### config.mk
export PLATFORM = sky130hd
export DESIGN_NAME = stream_deserializer_flat
export DESIGN_NICKNAME = d
export VERILOG_FILES = /design/src/rtl/stream_deserializer_if.sv /design/src/rtl/stream_deserializer.sv /design/src/flat_wrapper.sv
export SDC_FILE = /design/constraint.sdc
export NUM_CORES = 1
export LEC_CHECK = 0
export CORE_MARGIN = 10
export CORE_UTILIZATION = 51
export DETAILED_ROUTE_END_ITERATION = 16
export PLACE_DENSITY = 0.82
export RECOVER_POWER = 25
export SLEW_MARGIN = 10
export SYNTH_ARGS = -nofsm -noshare
export SYNTH_HDL_FRONTEND = slang
export SYNTH_SLANG_ARGS = --single-unit
### constraint.sdc
create_clock -name clk_i -period 2.15 [get_ports clk_i]
set_input_delay 0.215 -clock clk_i [delete_from_list [all_inputs] [get_ports clk_i]]
set_output_delay 0.215 -clock clk_i [all_outputs]
set_load 0.01 [all_outputs]
### src/rtl/stream_deserializer_if.sv
// Beat-in / word-out bundle for the stream deserializer.
// master = beat source and word consumer, slave = the deserializer itself.
interface stream_deserializer_if #(
  parameter int DATA_W = 16,
  parameter int LANE_W = 1
);
  localparam int MOD_W = $clog2(DATA_W + 1);

  logic [LANE_W-1:0] data_i;
  logic              data_val_i;
  logic              data_last_i;
  logic [DATA_W-1:0] deser_data_o;
  logic [MOD_W-1:0]  deser_data_mod_o;
  logic              deser_data_val_o;

  modport master (
    output data_i, data_val_i, data_last_i,
    input  deser_data_o, deser_data_mod_o, deser_data_val_o
  );

  modport slave (
    input  data_i, data_val_i, data_last_i,
    output deser_data_o, deser_data_mod_o, deser_data_val_o
  );
endinterface

### src/rtl/stream_deserializer.sv
// Serial-to-parallel converter: packs LANE_W-bit beats into DATA_W-bit words,
// with early close via data_last_i producing a zero-padded word and bit count.
module stream_deserializer #(
  parameter int DATA_W    = 16,
  parameter int LANE_W    = 1,
  parameter int MSB_FIRST = 1
) (
  input logic                  clk_i,
  input logic                  srst_i,
  stream_deserializer_if.slave bus
);
  localparam int BEATS = DATA_W / LANE_W;
  localparam int CNT_W = (BEATS > 1) ? $clog2(BEATS) : 1;
  localparam int MOD_W = $clog2(DATA_W + 1);
  localparam logic [CNT_W-1:0] LAST_BEAT = CNT_W'(BEATS - 1);

  logic [CNT_W-1:0]  cnt_q, cnt_d;
  logic [DATA_W-1:0] acc_q, acc_d;
  logic [DATA_W-1:0] data_q, data_d;
  logic [MOD_W-1:0]  mod_q, mod_d;
  logic              val_q, val_d;
  logic [DATA_W-1:0] merged;

  always_ff @(posedge clk_i) begin
    if (srst_i) begin
      cnt_q  <= '0;
      acc_q  <= '0;
      data_q <= '0;
      mod_q  <= '0;
      val_q  <= 1'b0;
    end else begin
      cnt_q  <= cnt_d;
      acc_q  <= acc_d;
      data_q <= data_d;
      mod_q  <= mod_d;
      val_q  <= val_d;
    end
  end

  // The accumulator is cleared on completion, so unwritten lanes stay zero.
  always_comb begin
    merged = acc_q;
    for (int k = 0; k < BEATS; k++) begin
      if (int'(cnt_q) == k) begin
        if (MSB_FIRST != 0) merged[DATA_W-1-k*LANE_W -: LANE_W] = bus.data_i;
        else                merged[k*LANE_W +: LANE_W]          = bus.data_i;
      end
    end
  end

  always_comb begin
    cnt_d  = cnt_q;
    acc_d  = acc_q;
    data_d = data_q;
    mod_d  = mod_q;
    val_d  = 1'b0;
    if (bus.data_val_i) begin
      if (bus.data_last_i || cnt_q == LAST_BEAT) begin
        data_d = merged;
        mod_d  = MOD_W'((int'(cnt_q) + 1) * LANE_W);
        val_d  = 1'b1;
        cnt_d  = '0;
        acc_d  = '0;
      end else begin
        acc_d  = merged;
        cnt_d  = cnt_q + CNT_W'(1);
      end
    end
  end

  assign bus.deser_data_o     = data_q;
  assign bus.deser_data_mod_o = mod_q;
  assign bus.deser_data_val_o = val_q;
endmodule

### src/flat_wrapper.sv
// flat-port wrapper written by rule: the top's interface ports become plain ports
module stream_deserializer_flat 
#(
  parameter int DATA_W    = 16,
  parameter int LANE_W    = 1,
  parameter int MSB_FIRST = 1
)
  (clk_i, srst_i, bus_data_i, bus_data_val_i, bus_data_last_i, bus_deser_data_o, bus_deser_data_mod_o, bus_deser_data_val_o);
  stream_deserializer_if #(.DATA_W(DATA_W), .LANE_W(LANE_W)) bus_i ();
  input logic clk_i;
  input logic srst_i;
  input wire logic [$bits(bus_i.data_i)-1:0] bus_data_i;
  input wire logic [$bits(bus_i.data_val_i)-1:0] bus_data_val_i;
  input wire logic [$bits(bus_i.data_last_i)-1:0] bus_data_last_i;
  output wire logic [$bits(bus_i.deser_data_o)-1:0] bus_deser_data_o;
  output wire logic [$bits(bus_i.deser_data_mod_o)-1:0] bus_deser_data_mod_o;
  output wire logic [$bits(bus_i.deser_data_val_o)-1:0] bus_deser_data_val_o;
  assign bus_i.data_i = bus_data_i;
  assign bus_i.data_val_i = bus_data_val_i;
  assign bus_i.data_last_i = bus_data_last_i;
  assign bus_deser_data_o = bus_i.deser_data_o;
  assign bus_deser_data_mod_o = bus_i.deser_data_mod_o;
  assign bus_deser_data_val_o = bus_i.deser_data_val_o;
  stream_deserializer #(.DATA_W(DATA_W), .LANE_W(LANE_W), .MSB_FIRST(MSB_FIRST)) u_core (.clk_i(clk_i), .srst_i(srst_i), .bus(bus_i));
endmodule
======== Yosys cells after proc, flatten, opt, wreduce, memory -nomap -nowiden ========
Cells that the tools add are included.
cells by class
  add/subtract/negate cells ............... 2
  equal/unequal tests ..................... 16
  mux-type cells .......................... 19
  bitwise gates (word level) .............. 1
  reductions and logical operators ........ 4
operators with widths
  operator                                                          count
  4-bit == test (second input constant)                             9
  4-bit by 3-bit == test with 1-bit output (second input constant)  4
  1-bit two-way mux                                                 16
  16-bit two-way mux                                                1
  4-bit by 2-bit == test with 1-bit output (second input constant)  2
  4-bit by 1-bit adder with 5-bit output (second input constant)    1
  4-bit by 1-bit adder with 4-bit output (second input constant)    1
  4-bit by 1-bit == test with 1-bit output (second input constant)  1
  4-bit zero test                                                   1
  4-bit two-way mux                                                 1
  2-bit two-way mux                                                 1
  2-bit AND reduction                                               1
  2-bit OR reduction                                                1
  1-bit logical OR                                                  1
  1-bit NOT                                                         1
word-level totals
  bits in registers ....................... 42
  output and inout bits ................... 22
  logic and storage cells ................. 47

======== Logic depth before layout (Yosys ltp) ========
  depth after elaboration ................. 4
  gate-level depth with buffers ........... 7
  mapped depth without buffers ............ 5

======== Worst setup path before layout ========
No wires, ideal clock.
  path kind ............................... register -> register
  start ................................... register u_core.cnt_q[0]
  end ..................................... register u_core.acc_q[6]
  data arrival time ....................... 1.638 ns
  data required time ...................... 2.083 ns
  setup slack ............................. 0.445 ns
  stages on the path, launching flop included .. 8
  path buffers ............................ 3
  period minus slack after synthesis ...... 1.705 ns
  cell sequence ........................... dfxtp_1 > ha_1 > buf_6 > and3_4 > or4_4 > buf_6 > buf_6 > o21ai_2
between the ends
  word-level cells in the longest chain between the ends .. 3
RTL lines
  item                                                   RTL line                                              RTL
  start: declaration                                     stream_deserializer.sv:17                             logic [CNT_W-1:0] cnt_q, cnt_d;
  start signal: assignment                               stream_deserializer.sv:32                             cnt_q <= cnt_d;
  4-bit == test (on tied branches)                       stream_deserializer.sv:44, stream_deserializer.sv:58
  1-bit two-way mux or 1-bit logical OR (tied branches)  stream_deserializer.sv:44, stream_deserializer.sv:58
  16-bit two-way mux *                                   stream_deserializer.sv:58                             if (bus.data_last_i || cnt_q == LAST_BEAT) begin
  end signal: assignment                                 stream_deserializer.sv:27                             acc_q <= '0;
  end signal: assignment                                 stream_deserializer.sv:33                             acc_q <= acc_d;
  end: declaration                                       stream_deserializer.sv:18                             logic [DATA_W-1:0] acc_q, acc_d;
Every way passes the cells marked *; elsewhere a longest branch is shown, timed or not.
A chain may end at the register's enable or synchronous reset.

======== Worst setup path after layout ========
  start ................................... register u_core.cnt_q[0]
  end ..................................... register u_core.acc_q[4]
Same word-level chain as after synthesis.

==> summary.txt <==
Min path
  • Worst hold path type: reg -> reg
  • Hold path startpoint: u_core.acc_q[11]$_SDFFE_PP0P_
  • Worst Hold Depth: 2

STA
  • Slew @ Worst Pin: 1030 ps
  • Final Max Tran Viols: 0
  • Slew margin rel.: 0.309
  • Clk_skew: 12.7 ps
  • TNS Setup: 0 ps
  • Tmin final: 1920 ps
  • Final WS setup: 230 ps
  • Fin. Hold Viols: 0
  • Final setup fails: 0
  • Tcrit/Tclk final: 0.893
  • RSZ-0062 raised after global routing: no
  • Max frequency: 521 MHz
  • Hold slack: 467 ps

Clock tree
  • Cts bufs inserted: 5
  • Post-CTS setup buffer count: 0
  • TritonCTS clock tree: done
  • Reg clk slew, reported paths: 120 ps
  • Number of H-tree levels: 2
  • Max Root-Sink Buffers: 2
  • CTS sink cnt: 42
  • Cts hold-fix bufs: 0
  • Root Buffer: clkbuf_4
  • Clk_lat worst skew: 350 ps
  • Cells resized by post-CTS repair: 0

Detailed routing
  • Antenna-violating nets left: 0
  • First-pass detailed-route iteration total: 4
  • Wire length per cell: 15.6 um
  • Final wirelength: 4.11 mm
  • Post-DR vias/cell: 5.56
  • Detailed-route DRC error count: 0
  • Via count: 1461
  • 1st-iter DRT viols: 130

Die
  • Die ar.: 6440 um2
  • Die W: 80.3 um
  • Row cnt: 21
  • Die Y: 80.3 um
  • Core ar.: 3420 um2
  • Initial core utilization: 0.542
  • Top Ports: 27

Yosys
  • Post-synth EDFFs: 0
  • Avg Inst Size Synth: 9.45 um2
  • Number of synthesized register bits: 42
  • Top cells by area, synth: dfxtp_1 (45%), mux2i_1 (8.6%), a211oi_1 (7.7%), a21oi_1 (6.2%), o21ai_2 (4.7%)
  • Syn nets: 205
  • Synth cell count leaders: dfxtp_1 (42), a21oi_1 (23), a211oi_1 (19), nand2_1 (19), mux2i_1 (16)
  • Primary FF master, synth: dfxtp_1
  • Ys Warns: 0
  • Synthesized cell area: 1850 um2
  • Sequential element share of the synthesized area: 0.454
  • FFs w/ async S/R, synth: 0
  • Post-synth top area cell: dfxtp_1
  • Most frequent cell after synthesis: dfxtp_1
  • Post-Syn Instances: 196
  • Top cell type's share of synthesized area: 0.454
  • Synth cell types: 26

Place
  • IO buf count: 26
  • Final HPWL DP: 2.80 mm
  • Pre-CTS setup slack: 255 ps
  • Gpl congestion: 0.846
  • Placed Area: 2110 um2
  • Dpl cells: 255

Cells and area
  • P&R area growth vs syn: 17.6%
  • Final Cell Area: 2180 um2
  • End-of-flow core utilization: 0.638
  • Share of post-route cells with drive strength above 1: 0.115
  • Non-Filler Instances: 263
  • Net count, final: 225
  • N_diodes: 0

Pwr
  • Worst VDD drop: 414 uV
  • Pwr dens: 673 nW/um2
  • Leak Pwr: 0.838 nW
  • Final Total Pwr: 1.47 mW

Critical path
  • CP Launch Point: u_core.cnt_q[0]$_SDFFE_PP0P_
  • Crit path max-delay family: simple AND/OR/NAND/NOR gates
  • Reg2reg path depth: 4
  • Critical Path Fanout Max: 16
  • Bufs and invs on worst path: 0
  • CP Data Arrival Time: 2200 ps
  • Critical Path Slowest Stage Cell: or4_4
  • Worst Path Required: 2430 ps
  • CP Class: reg -> reg
  • Worst path depth: 4
  • CP Launch Type: flip-flop
  • Critical Path Sink Type: flip-flop
  • Critical Path, Cell by Cell: ha_1, and3_1, or4_4, o21ai_0
  • RR Startpoint: u_core.cnt_q[0]$_SDFFE_PP0P_
  • CP max stage delay: 580 ps

GRT
  • Met2 Use GR: 0.223
  • Largest net degree at the start of global routing: 21
  • First-pass GRT wire length: 6.94 mm
  • GR Layer Usage met3: 0.0512
  • Busiest layer in global routing: met2
  • Total GRT Usage: 0.134
  • Vias in the first global route: 1388
  • Met1 Resource Use GR: 0.157
  • Total gr overflow: 0
  • Initial antenna violation count: 0

Job
  • Max cap viols: 0

Outcome
  • Status: complete, no violations
==> placed cells by master (no fill, tap or decap) <==
cell type        synthesis  final
xnor2_1                  1      1
nor4bb_1                 1      1
dfxtp_1                 42     42
or4_4                    1      1
nor3b_1                  5      5
clkdlybuf4s50_1          0     12
and3_1                   0      1
nor3_1                   1      1
o21ai_2                 10     10
o21ai_0                  8      8
a31o_2                   1      1
inv_1                    2      2
mux2i_1                 16     16
inv_4                    1      1
a31oi_1                  1      1
bufinv_16                0      1
buf_4                    0      6
a21oi_1                 23     23
xor2_1                   1      1
dlygate4sd3_1            0     14
ha_1                     4      4
a211oi_1                19     19
nand3_1                  7      7
clkbuf_1                11      2
nand2_1                 19     19
nor2_1                   4      4
a22oi_1                  1      1
clkbuf_4                 0      5
nand3b_1                 8      8
==> worst reg2reg max path: stages (launching register included) <==
cell and delay (ps):
dfxtp_1 400, ha_1 360, and3_1 280, or4_4 580, o21ai_0 230
==> state kept, by name (all words and copies together), names as in the netlist <==
name,cells
u_core.cnt_q,4
u_core.bus.deser_data_mod_o,5
u_core.bus.deser_data_o,16
u_core.bus.deser_data_val_o,1
u_core.acc_q,16
==> where the power goes <==
part           internal, mW  switching (mW)
Combinational        0.0719          0.0913
Clock                 0.247           0.242
Sequential            0.803          0.0129
Total                  1.12           0.346
==> layout make-up <==
type	instances	area (um2)
Clock buffer	7	45.0
Tap cell	46	57.6
Clock inverter	1	30.0
Inverter	3	13.8
Fill cell	294	1240
Timing Repair Buffer	32	305
Multi-Input combinational cell	132	887
Sequential cell	42	841
==> layer usage <==
layer	vias up	part of all wire
met5	-	0
met3	5	0.058
met4	0	0.011
met1	682	0.45
met2	26	0.48
li1	748	-
==> cells by family after synthesis <==
group,count (synthesis),synth area share
DFF,42,0.454
and+or+nand+nor,47,0.138
AOI/OAI and AO/OA,63,0.220
xor gates and xnor gates,2,0.00945
adders and majority gates,4,0.0270
muxes,16,0.0864
buffers and inverters,22,0.0648
==> worst paths after layout <==
check | slack, ps | to
worst max-delay path | 230 | u_core.acc_q[4]$_SDFFE_PP0P_
worst min-delay path | 470 | u_core.acc_q[11]$_SDFFE_PP0P_
worst max register to register | 230 | u_core.acc_q[4]$_SDFFE_PP0P_
worst min register to register | 470 | u_core.acc_q[11]$_SDFFE_PP0P_
No activity file was read; power rests on OpenSTA's default activity.
